**src/rtl/des_pkg.sv**
```systemverilog
// rtl/des_pkg.sv - shared types and helpers for the DES byte-stream controller
package des_pkg;

    localparam int BLOCK_BYTES = 8;
    localparam logic [2:0] LAST_BYTE = 3'(BLOCK_BYTES - 1);

    typedef logic [63:0] des_block_t;

    typedef enum logic [1:0] {
        ST_FILL  = 2'd0,
        ST_START = 2'd1,
        ST_WAIT  = 2'd2,
        ST_DRAIN = 2'd3
    } des_state_t;

    // Byte 0 is the most significant byte (DES bits 1..8).
    function automatic logic [7:0] get_byte(des_block_t blk, logic [2:0] idx);
        return blk[{~idx, 3'b000} +: 8];
    endfunction

    function automatic des_block_t put_byte(des_block_t blk, logic [2:0] idx, logic [7:0] data);
        des_block_t res;
        res = blk;
        res[{~idx, 3'b000} +: 8] = data;
        return res;
    endfunction

endpackage

```
**src/rtl/des_stream_ctrl.sv**
```systemverilog
// rtl/des_stream_ctrl.sv - byte-stream front end that feeds 64-bit blocks to an external DES core
module des_stream_ctrl
    import des_pkg::*;
#(
    parameter int TIMEOUT_CYCLES = 32
) (
    input  logic        clk,
    input  logic        rst,
    input  logic [63:0] key_in,
    input  logic        in_valid,
    output logic        in_ready,
    input  logic [7:0]  in_data,
    output logic        out_valid,
    input  logic        out_ready,
    output logic [7:0]  out_data,
    output logic        out_last,
    output logic        core_start,
    output logic [63:0] core_din,
    output logic [63:0] core_key,
    input  logic        core_ready,
    input  logic [63:0] core_dout,
    output logic        busy,
    output logic        timeout_err
);

    localparam int CNT_W = (TIMEOUT_CYCLES > 1) ? $clog2(TIMEOUT_CYCLES) : 1;
    localparam logic [CNT_W-1:0] CNT_LAST = CNT_W'(TIMEOUT_CYCLES - 1);

    des_state_t        state_q;
    des_state_t        state_d;
    logic [2:0]        idx_q;
    logic [CNT_W-1:0]  wait_cnt_q;
    des_block_t        block_q;
    des_block_t        key_q;
    des_block_t        out_reg_q;
    logic              timeout_q;

    logic wait_expired;
    assign wait_expired = (wait_cnt_q == CNT_LAST);

    always_ff @(posedge clk or posedge rst) begin
        if (rst) begin
            state_q <= ST_FILL;
        end else begin
            state_q <= state_d;
        end
    end

    always_comb begin
        state_d = state_q;
        case (state_q)
            ST_FILL:  if (in_valid && idx_q == LAST_BYTE) state_d = ST_START;
            ST_START: state_d = ST_WAIT;
            // core_ready is only trusted here; a level left over from the previous block is ignored in START
            ST_WAIT: begin
                if (core_ready)        state_d = ST_DRAIN;
                else if (wait_expired) state_d = ST_FILL;
            end
            ST_DRAIN: if (out_ready && idx_q == LAST_BYTE) state_d = ST_FILL;
            default:  state_d = ST_FILL;
        endcase
    end

    always_ff @(posedge clk or posedge rst) begin
        if (rst) begin
            idx_q      <= '0;
            wait_cnt_q <= '0;
            block_q    <= '0;
            key_q      <= '0;
            out_reg_q  <= '0;
            timeout_q  <= 1'b0;
        end else begin
            case (state_q)
                ST_FILL: begin
                    if (in_valid) begin
                        block_q <= put_byte(block_q, idx_q, in_data);
                        if (idx_q == 3'd0) key_q <= key_in;
                        idx_q <= idx_q + 3'd1;
                    end
                end
                ST_START: wait_cnt_q <= '0;
                ST_WAIT: begin
                    if (core_ready) begin
                        out_reg_q <= core_dout;
                    end else if (wait_expired) begin
                        timeout_q <= 1'b1;
                    end else begin
                        wait_cnt_q <= wait_cnt_q + 1'b1;
                    end
                end
                ST_DRAIN: if (out_ready) idx_q <= idx_q + 3'd1;
                default: ;
            endcase
        end
    end

    always_comb begin
        in_ready   = (state_q == ST_FILL);
        core_start = (state_q == ST_START);
        out_valid  = (state_q == ST_DRAIN);
        out_last   = (state_q == ST_DRAIN) && (idx_q == LAST_BYTE);
        out_data   = (state_q == ST_DRAIN) ? get_byte(out_reg_q, idx_q) : 8'h00;
        busy       = (state_q != ST_FILL) || (idx_q != 3'd0);
    end

    assign core_din    = block_q;
    assign core_key    = key_q;
    assign timeout_err = timeout_q;

endmodule
```
**config.mk**
```make
export PLATFORM = sky130hd
export DESIGN_NAME = des_stream_ctrl
export DESIGN_NICKNAME = d
export VERILOG_FILES = /design/src/rtl/des_pkg.sv /design/src/rtl/des_stream_ctrl.sv
export SDC_FILE = /design/constraint.sdc
export NUM_CORES = 1
export LEC_CHECK = 0
export ABC_AREA = 1
export CORE_MARGIN = 8
export CORE_UTILIZATION = 35
export CTS_CLUSTER_SIZE = 14
export DETAILED_ROUTE_END_ITERATION = 7
export GPL_TIMING_DRIVEN = 0
export PLACE_DENSITY_LB_ADDON = 0.05
export SYNTH_ARGS = -nofsm -noshare
export SYNTH_HDL_FRONTEND = slang
export SYNTH_SLANG_ARGS = --single-unit
```
**constraint.sdc**
```tcl
create_clock -name clk -period 22.2 [get_ports clk]
set_clock_uncertainty 0.15 [all_clocks]
set_input_delay 4.44 -clock clk [delete_from_list [all_inputs] [get_ports clk]]
set_output_delay 4.44 -clock clk [all_outputs]
set_load 0.01 [all_outputs]
```
==> reports/results.txt <==
result of the run - complete, no violations
Die Area - 30500 sq um
class of the most critical hold timing path - register to register
post-layout min period - 7.80 ns
aggregate global-route resource usage - 0.187
total wire length - 29300 microns
total clock sinks - 203
final period utilization - 0.351
leakage power summed over all cells - 6.20 nW
CTS root buf - clkbuf_16
HPWL after detailed placement - 21800 microns
# DRC - 0
Worst setup SP type - register
fraction of layout instances using a drive strength above 1 - 0.0870
DR vias/cell - 4.64
Yosys cell types - 30
number of cells in the finished layout apart from fillers - 1675
fmax - 128 MHz
clock insertion delay at the later pin of the skew report - 0.50 ns
setup repair after global routing missed its margin - false
layout filler cell count - 2478
post-synthesis sequential element count - 203
CTS Buf Count - 24
initial antenna violation count - 1
Syn. warnings - 0
number of placed instances with taps included - 1632
# hold bufs at CTS - 0
Initial Util - 0.353
count of buffers added by post-CTS timing repair for setup - 0
DRT Pass-1 Iters - 4
WL/cell - 17.5 microns
most frequent cells in the layout - nand2_1, clkdlybuf4s50_1, dfrtp_1
commonest non-fill, non-tap cell in the layout - nand2_1
total negative slack for setup checks - 0 ns
required time reported for the critical path endpoint - 17.61 ns
antenna violation net count after detailed routing - 0
pin slew with the least headroom to its limit - 0.791 ns
Die W - 175 microns
PD cells - 135 nW/um^2
max-capacitance violation count - 0
number of standard cells after synthesis - 1019
post-synthesis instance area - 8820 sq um
core region area - 25000 sq um
PostCTS Resize Cnt - 0
first-pass GRT wire length - 45900 microns
Rows - 58
io pins - 283
total number of vias - 7779
count of final max-slew check failures - 0
CTS tree - done
number of DRC markers after the initial detailed-route iteration - 509
floorplan die height - 175 microns
worst slew margin relative to its limit - 0.473
final antenna diode count - 0
number of setup violations in the final report - 0
element type at the critical path end - output port
average size of a mapped cell - 8.66 sq um
layout overhead on the synthesized area - 46.0%
leading area contributor after synthesis - dfrtp_1
number of nets in the final layout - 1479
Max FO, Critical Path - 10
area share of the leading cell type in the synthesized netlist - 0.576
buffers added on ports - 282
number of buffers on the longest clock path - 3
Worst VDD drop - 71.8 uV
maximum level of the CTS H-tree - 1
Hold Vio Cnt, Final - 0
RD Place Congestion - 0.816
Seq/Total Area, Yosys - 0.576
maximum number of pins on one net before global-route repair - 109
Mapped Nets - 1170
class of the most critical setup path - register to output port
main area contributors after synthesis - dfrtp_1, nand2_1, nand3_1
vias in the first global route - 7896
remaining global-route overflow - 0
clock transition at the register clock pins on the worst setup and hold paths after CTS - 0.06 ns
Critical Path AT - 3.21 ns
path summary, 6_finish.rpt:
check | startpoint | endpoint | slack, ns | depth (start not counted)
setup / recovery | idx_q[1] | busy | 14.40 | 9
hold / removal | core_key[43] | core_key[43] | 0.32 | 2
setup reg to reg | idx_q[1] | core_din[56] | 19.33 | 9
hold reg to reg | core_key[43] | core_key[43] | 0.32 | 2
max in group asynchronous | rst | out_reg_q[45] | 16.64 | 3
min in group asynchronous | rst | core_key[32] | 4.32 | 2
power breakdown:
part	switching [mW]	internal (mW)	total, mW
Combinational	0.428	0.336	0.764
Clock	0.154	0.235	0.389
Sequential	0.0669	0.522	0.589
synthesized netlist by cell type:
library cell and instances:
nand2_4 2, o21ai_0 24, nand3_1 119, nand4_1 2
dfrtp_1 203, o21ai_2 23, nor2_1 84, clkinv_2 1
nand2_2 4, or2_2 1, nand3b_2 1, inv_2 2
nor2_2 1, ha_1 10, a21oi_1 65, nand2_1 305
nand3b_1 1, nand3_2 1, buf_6 5, nor2_4 2
clkinv_1 1, a31o_2 1, inv_1 84, o21ai_1 22
xor2_1 1, nor3_4 2, buf_2 29, buf_1 4
clkbuf_1 18, nand3_4 1
final cells by class:
| type | instances | area (sq um) | area share |
|---|---|---|---|
| sequential | 203 | 5080 | 0.394 |
| multi-input combinational | 672 | 3130 | 0.243 |
| timing repair buffer | 283 | 2850 | 0.221 |
| clock buffer | 38 | 764 | 0.0593 |
| tap | 330 | 413 | 0.0320 |
| inverter | 88 | 339 | 0.0263 |
| buffer | 56 | 284 | 0.0220 |
| clock inverter | 5 | 27.5 | 0.00214 |
state kept, by name, indices dropped and copies added, names as in the netlist:
| register | flops |
|---|---|
| idx_q | 3 |
| wait_cnt_q | 5 |
| out_reg_q | 64 |
| core_din | 64 |
| core_key | 64 |
| timeout_err | 1 |
| state_q | 2 |
worst max-delay path, stage by stage (launching register included):
cell and delay [ns]:
dfrtp_1 0.37, buf_2 0.19, clkinv_1 0.18, buf_2 0.28, ha_1 0.19, inv_1 0.03
nor2_1 0.24, clkbuf_1 0.46, nand2_1 0.20, clkdlybuf4s50_1 0.55
metrics by stage:
step / utilization / hold WS, ns / power [mW] / instance area, sq um / setup WS (ns)
4_1_cts: 0.516 / 0.322 / 1.76 / 12900 / 14.34
3_5_place_dp: 0.485 / 0.307 / 1.37 / 12100 / 14.90
6_report: 0.516 / 0.318 / 1.74 / 12900 / 14.40
3_3_place_gp: 0.483 / 0.303 / 1.36 / 12100 / 8.86
2_1_floorplan: - / 0.309 / 0.993 / 8820 / 12.07
5_1_grt: 0.516 / 0.336 / 1.87 / 12900 / 14.22
kinds of logic (layout without fill, tap and decap cells):
kind of cell | after synthesis | in the layout | synth area share
and+or+nand+nor | 526 | 526 | 0.253
AOI/OAI and AO/OA | 135 | 135 | 0.0868
buffers and inverters | 144 | 470 | 0.0698
DFF | 203 | 203 | 0.576
xor gates and xnor gates | 1 | 1 | 0.000993
adders and majority gates | 10 | 10 | 0.0142
routing by layer:
metal	wire, microns	up-vias	global-route usage
met4	526	2	0.0374
met2	13300	230	0.303
met3	2130	36	0.0494
met5	13	-	0
met1	13300	3663	0.248
li1	-	3848	-
Note: power is estimated with default switching activity, not from simulation.
